===== config.mk =====
export PLATFORM = sky130hd
export DESIGN_NAME = xintf_bus_arbiter
export DESIGN_NICKNAME = d
export VERILOG_FILES = /design/src/rtl/xintf_pkg.sv /design/src/rtl/xintf_rr_arb.sv /design/src/rtl/xintf_bus_arbiter.sv
export SDC_FILE = /design/constraint.sdc
export NUM_CORES = 1
export LEC_CHECK = 0
export CAP_MARGIN = 20
export CORE_AREA = 2 2 102 104
export DETAILED_ROUTE_END_ITERATION = 7
export DIE_AREA = 0 0 104 106
export HOLD_SLACK_MARGIN = 0.03
export PLACE_DENSITY = 0.78
export SLEW_MARGIN = 20
export SYNTH_ARGS = -nofsm -noshare
export SYNTH_HDL_FRONTEND = slang
export SYNTH_SLANG_ARGS = --single-unit

===== constraint.sdc =====
create_clock -name clk -period 3.95 [get_ports clk]
set_clock_uncertainty 0.1 [all_clocks]
set_input_delay 0.79 -clock clk [delete_from_list [all_inputs] [get_ports clk]]
set_output_delay 0.79 -clock clk [all_outputs]
set_load 0.005 [all_outputs]

===== src/rtl/xintf_pkg.sv =====
// Shared XINTF constants and mailbox arbiter state encoding.
package xintf_pkg;

    localparam int unsigned XINTF_ADDR_W    = 20;
    localparam int unsigned XINTF_IDX_W     = 4;
    localparam int unsigned XINTF_NREG      = 16;
    localparam logic [19:0] XINTF_BASE_ADDR = 20'h0FC00;

    typedef enum logic [2:0] {
        ST_IDLE     = 3'd0,
        ST_INT_ACC  = 3'd1,
        ST_DSP_RD   = 3'd2,
        ST_DSP_WR   = 3'd3,
        ST_DSP_HOLD = 3'd4
    } xintf_state_e;

endpackage


===== src/rtl/xintf_rr_arb.sv =====
// Combinational round-robin grant: first requester after last_gnt wins, one-hot out.
module xintf_rr_arb
    import xintf_pkg::*;
#(
    parameter int unsigned NREQ = 2,
    parameter int unsigned GW   = 1
) (
    input  logic [NREQ-1:0] req,
    input  logic [GW-1:0]   last_gnt,
    output logic [NREQ-1:0] gnt
);

    logic [GW-1:0] k;
    logic          found;

    // Scan requesters starting one past the previous winner, wrapping around.
    always_comb begin
        gnt   = '0;
        found = 1'b0;
        k     = '0;
        for (int unsigned i = 1; i <= NREQ; i++) begin
            k = GW'((32'(last_gnt) + i) % NREQ);
            if (!found && req[k]) begin
                gnt[k] = 1'b1;
                found  = 1'b1;
            end
        end
    end

endmodule


===== src/rtl/xintf_bus_arbiter.sv =====
// Arbitrates the single-port mailbox bank between the DSP XINTF and internal requesters.
module xintf_bus_arbiter
    import xintf_pkg::*;
#(
    parameter int unsigned        ADDR_W    = XINTF_ADDR_W,
    parameter logic [ADDR_W-1:0]  BASE_ADDR = ADDR_W'(XINTF_BASE_ADDR),
    parameter int unsigned        NREG      = XINTF_NREG,
    parameter int unsigned        IDX_W     = XINTF_IDX_W,
    parameter int unsigned        NREQ      = 2
) (
    input  logic                  clk,
    input  logic                  global_rst,
    input  logic                  ren,
    input  logic                  wen,
    input  logic [ADDR_W-1:0]     xadd,
    input  logic [15:0]           xdata_in,
    output logic [15:0]           xdata_out,
    output logic                  xdata_oe,
    input  logic [NREQ-1:0]       int_req,
    input  logic [NREQ-1:0]       int_we,
    input  logic [NREQ*IDX_W-1:0] int_idx,
    input  logic [NREQ*16-1:0]    int_wdata,
    output logic [NREQ-1:0]       int_done,
    output logic [15:0]           int_rdata,
    output logic                  bank_en,
    output logic                  bank_we,
    output logic [IDX_W-1:0]      bank_idx,
    output logic [15:0]           bank_wdata,
    input  logic [15:0]           bank_rdata,
    output logic                  proto_err
);

    localparam int unsigned GW = (NREQ > 1) ? $clog2(NREQ) : 1;

    xintf_state_e      state, state_nxt;

    logic              ren_m, ren_s, ren_d;
    logic              wen_m, wen_s, wen_d;
    logic              start_rd, start_wr;
    logic [ADDR_W-1:0] xadd_r, addr_r, addr_off;
    logic [15:0]       xdata_r;
    logic              pend_rd, pend_wr;
    logic              dsp_hit;
    logic [IDX_W-1:0]  dsp_idx;

    logic [NREQ-1:0]   gnt_oh;
    logic [GW-1:0]     gnt_i, gnt_r, last_gnt;
    logic [GW-1:0]     enc_acc [NREQ+1];
    logic [IDX_W-1:0]  req_idx [NREQ];
    logic [15:0]       req_wdata [NREQ];
    logic              req_ok;
    logic              int_rd_r, int_ok_r;

    logic              clr_pend, int_issue, int_fin, rd_capture, oe_clr;

    // Unpack per-requester fields and encode the one-hot grant.
    assign enc_acc[0] = '0;
    for (genvar g = 0; g < NREQ; g++) begin : g_req
        assign req_idx[g]     = int_idx[g*IDX_W +: IDX_W];
        assign req_wdata[g]   = int_wdata[g*16 +: 16];
        assign enc_acc[g+1]   = enc_acc[g] | (gnt_oh[g] ? GW'(g) : '0);
    end
    assign gnt_i = enc_acc[NREQ];

    xintf_rr_arb #(
        .NREQ (NREQ),
        .GW   (GW)
    ) u_rr_arb (
        .req      (int_req),
        .last_gnt (last_gnt),
        .gnt      (gnt_oh)
    );

    // Strobe falling edges seen after synchronization.
    assign start_rd = ren_d & ~ren_s;
    assign start_wr = wen_d & ~wen_s;

    // Mailbox window decode on the captured DSP address.
    assign addr_off = addr_r - BASE_ADDR;
    assign dsp_hit  = (addr_r >= BASE_ADDR) && (addr_off < ADDR_W'(NREG));
    assign dsp_idx  = addr_off[IDX_W-1:0];
    assign req_ok   = {1'b0, req_idx[gnt_i]} < (IDX_W+1)'(NREG);

    // State register.
    always_ff @(posedge clk) begin
        if (global_rst) begin
            state <= ST_IDLE;
        end else begin
            state <= state_nxt;
        end
    end

    // Next state and bank/requester strobes; everything quiet while in reset.
    always_comb begin
        state_nxt  = state;
        bank_en    = 1'b0;
        bank_we    = 1'b0;
        bank_idx   = '0;
        bank_wdata = '0;
        int_done   = '0;
        int_rdata  = '0;
        clr_pend   = 1'b0;
        int_issue  = 1'b0;
        int_fin    = 1'b0;
        rd_capture = 1'b0;
        oe_clr     = 1'b0;
        if (!global_rst) begin
            case (state)
                ST_IDLE: begin
                    if (pend_rd || pend_wr) begin
                        clr_pend = 1'b1;
                        if (dsp_hit) begin
                            bank_en    = 1'b1;
                            bank_we    = pend_wr;
                            bank_idx   = dsp_idx;
                            bank_wdata = pend_wr ? xdata_r : '0;
                            state_nxt  = pend_wr ? ST_DSP_WR : ST_DSP_RD;
                        end else begin
                            state_nxt  = ST_DSP_HOLD;
                        end
                    end else if (|int_req) begin
                        int_issue  = 1'b1;
                        bank_en    = req_ok;
                        bank_we    = req_ok & int_we[gnt_i];
                        bank_idx   = req_idx[gnt_i];
                        bank_wdata = int_we[gnt_i] ? req_wdata[gnt_i] : '0;
                        state_nxt  = ST_INT_ACC;
                    end
                end
                ST_INT_ACC: begin
                    int_done[gnt_r] = 1'b1;
                    int_fin         = 1'b1;
                    if (int_rd_r && int_ok_r) begin
                        int_rdata = bank_rdata;
                    end
                    state_nxt = ST_IDLE;
                end
                ST_DSP_RD: begin
                    rd_capture = 1'b1;
                    state_nxt  = ST_DSP_HOLD;
                end
                ST_DSP_WR: begin
                    state_nxt = ST_DSP_HOLD;
                end
                ST_DSP_HOLD: begin
                    if (ren_s && wen_s) begin
                        oe_clr    = 1'b1;
                        state_nxt = ST_IDLE;
                    end
                end
                default: begin
                    state_nxt = ST_IDLE;
                end
            endcase
        end
    end

    // Synchronizers, pin capture, pending flags, grant bookkeeping and DSP read-back.
    always_ff @(posedge clk) begin
        if (global_rst) begin
            ren_m     <= 1'b1;
            ren_s     <= 1'b1;
            ren_d     <= 1'b1;
            wen_m     <= 1'b1;
            wen_s     <= 1'b1;
            wen_d     <= 1'b1;
            xadd_r    <= '0;
            xdata_r   <= '0;
            addr_r    <= '0;
            pend_rd   <= 1'b0;
            pend_wr   <= 1'b0;
            gnt_r     <= '0;
            int_rd_r  <= 1'b0;
            int_ok_r  <= 1'b0;
            last_gnt  <= GW'(NREQ - 1);
            xdata_out <= '0;
            xdata_oe  <= 1'b0;
            proto_err <= 1'b0;
        end else begin
            ren_m     <= ren;
            ren_s     <= ren_m;
            ren_d     <= ren_s;
            wen_m     <= wen;
            wen_s     <= wen_m;
            wen_d     <= wen_s;
            xadd_r    <= xadd;
            xdata_r   <= xdata_in;
            proto_err <= start_rd & start_wr;

            if (start_rd || start_wr) begin
                pend_rd <= start_rd;
                pend_wr <= ~start_rd;
                addr_r  <= xadd_r;
            end else if (clr_pend) begin
                pend_rd <= 1'b0;
                pend_wr <= 1'b0;
            end

            if (int_issue) begin
                gnt_r    <= gnt_i;
                int_rd_r <= ~int_we[gnt_i];
                int_ok_r <= req_ok;
            end
            if (int_fin) begin
                last_gnt <= gnt_r;
            end

            if (rd_capture) begin
                xdata_out <= bank_rdata;
                xdata_oe  <= 1'b1;
            end else if (oe_clr) begin
                xdata_oe  <= 1'b0;
            end
        end
    end

endmodule


==> impl_summary.log, run 1 <==
[metrics] Unique masters post-synth: 39
[metrics] top library cells by usage in the layout, fill and taps aside: 156 x sky130_fd_sc_hd__clkdlybuf4s50_1, 89 x sky130_fd_sc_hd__dfxtp_1, 57 x sky130_fd_sc_hd__nand2_1
[metrics] sequential element share of the synthesized area: between 40% and 50%
[metrics] category of the worst setup path launch point: input pin
[metrics] average cell area after synthesis: a little over 9 µm²
[metrics] synthesized cell area: ~0.0036 mm²
[metrics] number of CTS-inserted buffers: 9
[metrics] Crit. End Element: output pin
[metrics] share of the cycle needed by the critical path after routing: a little over nine tenths
[metrics] most common cell after layout, fill and taps aside: sky130_fd_sc_hd__clkdlybuf4s50_1
[metrics] number of warning messages in the yosys log: 0
[metrics] grt ovf: 0
[metrics] nets in the synthesized netlist: ~490
[metrics] Max-slew headroom: a little under 50%
[metrics] VDD IR-drop max: 176.2 µV
[metrics] maximum fanout along the worst path: 17
[metrics] result of the run: finished, final reports clean
[metrics] clk sink count: 89
[metrics] DP HPWL: approximately 6800 µm
[metrics] proportion of register bits with asynchronous set or reset after synthesis: 0%
[metrics] max-slew violation total from the final report: 0
[metrics] primary flip-flop cell chosen by synthesis mapping: sky130_fd_sc_hd__dfxtp_1
[metrics] IO buf count: ~160
[metrics] CP arrival: around 2900 ps
[metrics] Final TNS setup: 0 ps
[metrics] number of failing setup endpoints in the final timing report: 0
[metrics] Starting Density: between 30% and 40%
[metrics] Fmax: 262.1 MHz
[metrics] Clock Tree Root: sky130_fd_sc_hd__clkbuf_8
[metrics] WL per Instance: ~13 µm
[metrics] postcts setup bufs: 0
[metrics] number of enable flip-flop cells after synthesis: 0
[metrics] min cycle time layout: 3816 ps
[metrics] Power Density: around 330 mW/mm²
[metrics] smallest setup slack after layout: approximately 130 ps
[metrics] via count: between 3000 and 4000
[metrics] largest buffer count on any clock path: 2
[metrics] total detailed-routing wirelength: around 9000 µm
[metrics] growth of design area from synthesis to finish: 52.78%
[metrics] antenna diode count: 0
[metrics] gpl congestion: ~0.75
[metrics] overall die area: approximately 0.011 mm²
[metrics] post-DR vias/cell: approximately 4.6
[metrics] maximum number of pins on one net before global-route repair: 88
[metrics] top cell type's share of synthesized area: around half
[metrics] share of layout cells above drive strength 1: 9.800%
[metrics] Die Wd: around 100 µm
[metrics] Seq cells post-synth: 89
[metrics] leakage power summed over all cells: between 2 and 2.5 nW
[metrics] number of maximum-capacitance constraint violations: 0
[metrics] global-route wire length before repair: about 14000 µm
[metrics] Post-route DRC: 0
[metrics] Overall Global Routing Usage: 15.95%
[metrics] number of global-route vias before repair: slightly above 3000
[metrics] ports placed on the boundary: ~160
[metrics] number of H-tree branching levels: 3
[metrics] net count of the finished layout: about 650
[metrics] Core Region: about 0.010 mm²
[metrics] Die Span Y: roughly 110 µm
[metrics] gate count of the mapped netlist: a little under 400
[metrics] TritonCTS clock tree: built
[metrics] post-layout utilization of the core: 55.09%
[metrics] clock input transition at the sequential cells of the worst setup and hold paths: ~90 ps
[metrics] biggest area consumer among synthesized cells: sky130_fd_sc_hd__dfxtp_1
[metrics] Hold Fails Final Rpt: 0
[metrics] layout filler cell count: around 940
[metrics] RSZ-0062 raised after global routing: no
[metrics] number of antenna violations at the first check in global routing: 0
[metrics] Placement Setup Slack: 71.48 ps
[metrics] first-pass detailed-route iteration total: 4
[metrics] number of antenna-violating nets in the routed design: 0
[metrics] CP Class: input pin to output pin
[metrics] Hold Path Class: flip-flop to flip-flop
[metrics] endpoint required time on the critical path: between 3000 and 4000 ps
[metrics] clock network latency to the later pin of the worst-skew pair: about 350 ps
[metrics] standard-cell rows: 37
[metrics] initial DRC count: about 140
[metrics] leading post-synthesis cells by cell area: sky130_fd_sc_hd__dfxtp_1 49%, sky130_fd_sc_hd__nor2b_1 6.4%, sky130_fd_sc_hd__mux2i_1 6.1%
[metrics] Least-Margin Pin Slew: approximately 780 ps
[cell families after synthesis]
logic type	count (synthesis)	share of synthesized area, %
and+or+nand+nor	176	25.71
buffers and inverters	32	4.754
DFF	89	49.41
AOI/OAI and AO/OA	72	13.71
muxes	23	6.419
[flip-flops by register name (all words and copies together) (netlist names), 3 cells and up]
| signal | cells |
|---|---|
| xdata_r | 16 |
| xdata_out | 16 |
| addr_r | 20 |
| xadd_r | 20 |
| state | 3 |
[where the power goes]
group | total (W) | switching, W | internal [W]
clock | 0.000597 | 0.000349 | 0.000247
combinational | 0.000279 | 0.000106 | 0.000172
sequential | 0.000949 | 0.0000159 | 0.000933
total | 0.00182 | 0.000472 | 0.00135
[critical path, stage by stage]
cell                              delay [ps]
sky130_fd_sc_hd__buf_2                   120
sky130_fd_sc_hd__or4_4                   420
sky130_fd_sc_hd__or4_4                   500
sky130_fd_sc_hd__o32a_4                  320
sky130_fd_sc_hd__a211oi_1                230
sky130_fd_sc_hd__clkdlybuf4s50_1         540
[what timing repair did]
action                     in CTS  in global routing
setup endpoints to repair      16                  7
hold buffers                    0                  0
resized for setup               1                  1
[layout make-up]
cell class	instances	area [µm²]	share of cell area, %
Sequential cell	89	1782	32.34
Clock inverter	7	68.82	1.249
Multi-Input combinational cell	271	1689	30.66
Tap cell	136	170.2	3.089
Timing Repair Buffer	168	1649	29.93
Inverter	7	26.28	0.4769
Clock buffer	9	123.9	2.248
[per-layer routing]
metal / wire, µm / vias to the layer above / global-route usage (%)
li1: - / 1612 / -
met1: 3955 / 1461 / 19.26
met2: 4550 / 93 / 28.90
met3: 394 / 9 / 2.943
met4: 102 / 0 / 4.633
met5: 0 / - / 0
[cell usage after synthesis (all sizes together), types with 2 or more instances]
library cell and instances:
a211oi 17, a21oi 22, and2 16, buf 8
clkbuf 15, dfxtp 89, inv 7, mux2i 22
nand2 57, nand2b 18, nand3b 2, nor2 24
nor2b 37, nor3 3, nor3b 2, nor4b 4
o21a 2, o21ai 21, o2bb2ai 4, o31ai 2
or2 7, or4 2
[per-stage QoR]
step	cells	hold WS [ps]	total power [W]	instance area, µm²
6_report	687	327.5	0.001824	5509
5_1_grt	687	345.3	0.001915	5509
4_1_cts	687	330.3	0.001849	5498
3_5_place_dp	671	302.5	0.001248	5300
3_3_place_gp	671	302.7	0.001240	5300
2_1_floorplan	392	289.5	0.001091	3606
[path summary, 6_finish.rpt]
kind	start	depth (start not counted)	endpoint	slack [ps]
max reg2reg	state[2]$_SDFFE_PP0P_	4	int_rd_r$_SDFFE_PP0P_	1840
min	ren_m$_SDFF_PP1_	1	ren_s$_SDFF_PP1_	330
max	global_rst	6	bank_wdata[3]	130
min reg2reg	ren_m$_SDFF_PP1_	1	ren_s$_SDFF_PP1_	330
Power figures use the tool's default switching activity.
==> run 2: changes to the inputs <==
--- a/config.mk
+++ b/config.mk
@@ -7,6 +7,7 @@
 export LEC_CHECK = 0
 export CAP_MARGIN = 20
 export CORE_AREA = 2 2 102 104
+export CTS_CLUSTER_DIAMETER = 30
 export DETAILED_ROUTE_END_ITERATION = 7
 export DIE_AREA = 0 0 104 106
 export HOLD_SLACK_MARGIN = 0.03
==> results of run 2 <==
No change in the layout: final DEF, timing and power equal those of run 1.
==> run 3: changes to the inputs <==
==> constraint.sdc (replaced) <==
create_clock -name clk -period 4.1 [get_ports clk]
set_clock_uncertainty 0.1 [all_clocks]
set_input_delay 0.82 -clock clk [delete_from_list [all_inputs] [get_ports clk]]
set_output_delay 0.82 -clock clk [all_outputs]
set_load 0.005 [all_outputs]
==> impl_summary.log, run 3 (synthesis results as in run 1) <==
[metrics] result of the run: finished, final reports clean
[metrics] Sequential Power Share: 51.5% (-0.5 points)
[metrics] number of hold-repair buffers added at the cts stage: 0 (unchanged)
[metrics] Die Span Y: 106 µm (unchanged)
[metrics] number of antenna violations at the first check in global routing: 0 (unchanged)
[metrics] clk sink count: 89 (unchanged)
[metrics] first-pass detailed-route iteration total: 4 (unchanged)
[metrics] Overall Global Routing Usage: 15.79% (-0.15 points)
[metrics] overall die area: 0.01102 mm² (unchanged)
[metrics] Starting Density: 36.06% (unchanged)
[metrics] layout filler cell count: 937 (-0.21%)
[metrics] post-DR vias/cell: 4.639 (+0.38%)
[metrics] Hold Path Class: flip-flop to flip-flop
[metrics] setup slack of the most critical reg-to-reg path: 1940 ps (+100 ps)
[metrics] via count: 3173 (-0.063%)
[metrics] Worst R2R End: int_rd_r$_SDFFE_PP0P_
[metrics] global-route wire length before repair: 14280 µm (-0.48%)
[metrics] DP HPWL: 6521 µm (-4.0%)
[metrics] ports placed on the boundary: 158 (unchanged)
[metrics] net count of the finished layout: 643 (-0.46%)
[metrics] Final TNS setup: 0 ps (unchanged)
[metrics] Clock Tree Root: sky130_fd_sc_hd__clkbuf_8
[metrics] number of global-route vias before repair: 3075 (+1.0%)
[metrics] IO buf count: 157 (unchanged)
[metrics] VDD IR-drop max: 142.7 µV (-19%)
[metrics] max-slew violation total from the final report: 0 (unchanged)
[metrics] Worst Reg-to-Reg Cells: 4 (unchanged)
[metrics] launch point of the worst reg-to-reg path: state[2]$_SDFFE_PP0P_
[metrics] Core Region: 0.01000 mm² (unchanged)
[metrics] Multi-input gate area: 0.001689 mm² (unchanged)
[metrics] most common cell after layout, fill and taps aside: sky130_fd_sc_hd__clkdlybuf4s50_1
[metrics] Least-Margin Pin Slew: 773.5 ps (-4.410 ps)
[metrics] quantity of gates resized following cts: 1 (unchanged)
[metrics] Hold Fails Final Rpt: 0 (unchanged)
[metrics] leakage power summed over all cells: 2.014 nW (-0.45%)
[metrics] number of maximum-capacitance constraint violations: 0 (unchanged)
[metrics] Hold WS: 314.5 ps (-12.98 ps)
[metrics] clock network latency to the later pin of the worst-skew pair: 360 ps (about the same)
[metrics] maximum fanout along the worst path: 17 (unchanged)
[metrics] Worst setup startpoint: global_rst
[metrics] Fmax: approximately 250 MHz
[metrics] endpoint required time on the critical path: 3180 ps (+120 ps)
[metrics] CP Class: input pin to output pin
[metrics] area post-placement: 0.005278 mm² (-0.42%)
[metrics] combinational fraction of design power: 14.9% (-0.4 points)
[metrics] Power Density: 322.4 mW/mm² (-2.6%)
[metrics] post-layout instance area: 0.005497 mm² (-0.23%)
[metrics] reported net switching power: 0.0004647 W (-1.5%)
[metrics] clock input transition at the sequential cells of the worst setup and hold paths: 100 ps (about the same)
[metrics] Max-slew headroom: 48.43% (+0.29 points)
[metrics] CP arrival: 3060 ps (+130 ps)
[metrics] Switching Share: 26.22% (+0.36 points)
[metrics] share of the cycle needed by the critical path after routing: between 90 and 100%
[metrics] WL per Instance: 12.78 µm (-2.5%)
[metrics] total detailed-routing wirelength: 8743 µm (-2.9%)
[metrics] largest buffer count on any clock path: 2 (unchanged)
[metrics] number of H-tree branching levels: 3 (unchanged)
[metrics] share of layout cells above drive strength 1: 9.307% (-0.49 points)
[metrics] growth of design area from synthesis to finish: 52.43%
[metrics] largest registers ranked by flip-flop count: addr_r: 20 flops, xadd_r: 20 flops
[metrics] CP Capture Point: bank_wdata[3]
[metrics] gpl congestion: 0.7487 (+0.31%)
[metrics] footprint of the flip-flops and latches: 0.001782 mm² (unchanged)
[metrics] Crit. End Element: output pin
[metrics] Clock power frac: 33.6% (+0.9 points)
[metrics] category of the worst setup path launch point: input pin
[metrics] initial DRC count: 134 (-6.9%)
[metrics] antenna diode count: 0 (unchanged)
[metrics] internal power: 0.001308 W (-3.3%)
[metrics] grt ovf: 0 (unchanged)
[metrics] standard-cell rows: 37 (unchanged)
[metrics] number of CTS-inserted buffers: 9 (unchanged)
[metrics] top library cells by usage in the layout, fill and taps aside: 156 x sky130_fd_sc_hd__clkdlybuf4s50_1, 89 x sky130_fd_sc_hd__dfxtp_1, 57 x sky130_fd_sc_hd__nand2_1
[metrics] TritonCTS clock tree: built
[metrics] Die Wd: 104 µm (unchanged)
[metrics] number of failing setup endpoints in the final timing report: 0 (unchanged)
[metrics] maximum number of pins on one net before global-route repair: 88 (unchanged)
[metrics] RSZ-0062 raised after global routing: no
[metrics] number of antenna-violating nets in the routed design: 0 (unchanged)
[metrics] postcts setup bufs: 0 (unchanged)
[metrics] Post-route DRC: 0 (unchanged)
[metrics] min cycle time layout: a little under 4000 ps
## run 3: worst min-delay path by stage
stage          slack (ps)                to        startpoint  depth (start not counted)
2_1_floorplan         290  ren_s$_SDFF_PP1_  ren_m$_SDFF_PP1_                          1
3_3_place_gp          300  ren_s$_SDFF_PP1_  ren_m$_SDFF_PP1_                          1
3_5_place_dp          300  wen_s$_SDFF_PP1_  wen_m$_SDFF_PP1_                          1
4_1_cts               320  wen_s$_SDFF_PP1_  wen_m$_SDFF_PP1_                          1
5_1_grt               330  ren_s$_SDFF_PP1_  ren_m$_SDFF_PP1_                          1
6_report              310  ren_s$_SDFF_PP1_  ren_m$_SDFF_PP1_                          1
## run 3: metal layers
metal  share of wire [%]  GRT usage, %
met1                  43         19.05
met2                  51         28.48
met3                 4.9         3.127
met4                0.92         4.633
met5                   0             0
## run 3: critical path: stages
cell and delay (ps):
sky130_fd_sc_hd__buf_2 110, sky130_fd_sc_hd__or4_4 460, sky130_fd_sc_hd__or4_4 510, sky130_fd_sc_hd__o32a_4 330, sky130_fd_sc_hd__a211oi_1 270, sky130_fd_sc_hd__clkdlybuf4s50_1 550
## run 3: power groups by stage
stage	Clock [W]	Sequential [W]	Combinational (W)
final	0.000595	0.000913	0.000264
after global routing	0.000650	0.000918	0.000289
after CTS	0.000616	0.000914	0.000266
after detailed placement	0	0.000933	0.000265
after global placement	0	0.000933	0.000258
after floorplan	0	0.000928	0.000123
## run 3: through the flow
stage | power [W] | setup WS (ps) | instances | util (%)
4_1_cts | 0.001796 | 59.40 | 684 | 54.85
5_1_grt | 0.001857 | 61.50 | 684 | 54.97
3_3_place_gp | 0.001191 | 164.8 | 668 | 52.78
6_report | 0.001772 | 122.4 | 684 | 54.97
2_1_floorplan | 0.001051 | 698.9 | 392 | -
3_5_place_dp | 0.001198 | 55.86 | 668 | 52.78
## run 3: final cells by class
cell class | count | share of cell area, %
flip-flops and latches | 89 | 32.42
multi-input cells | 271 | 30.73
repair buffers | 165 | 29.59
well taps | 136 | 3.096
clock buffers | 9 | 2.254
clock inverters | 7 | 1.434
inverters | 7 | 0.4780
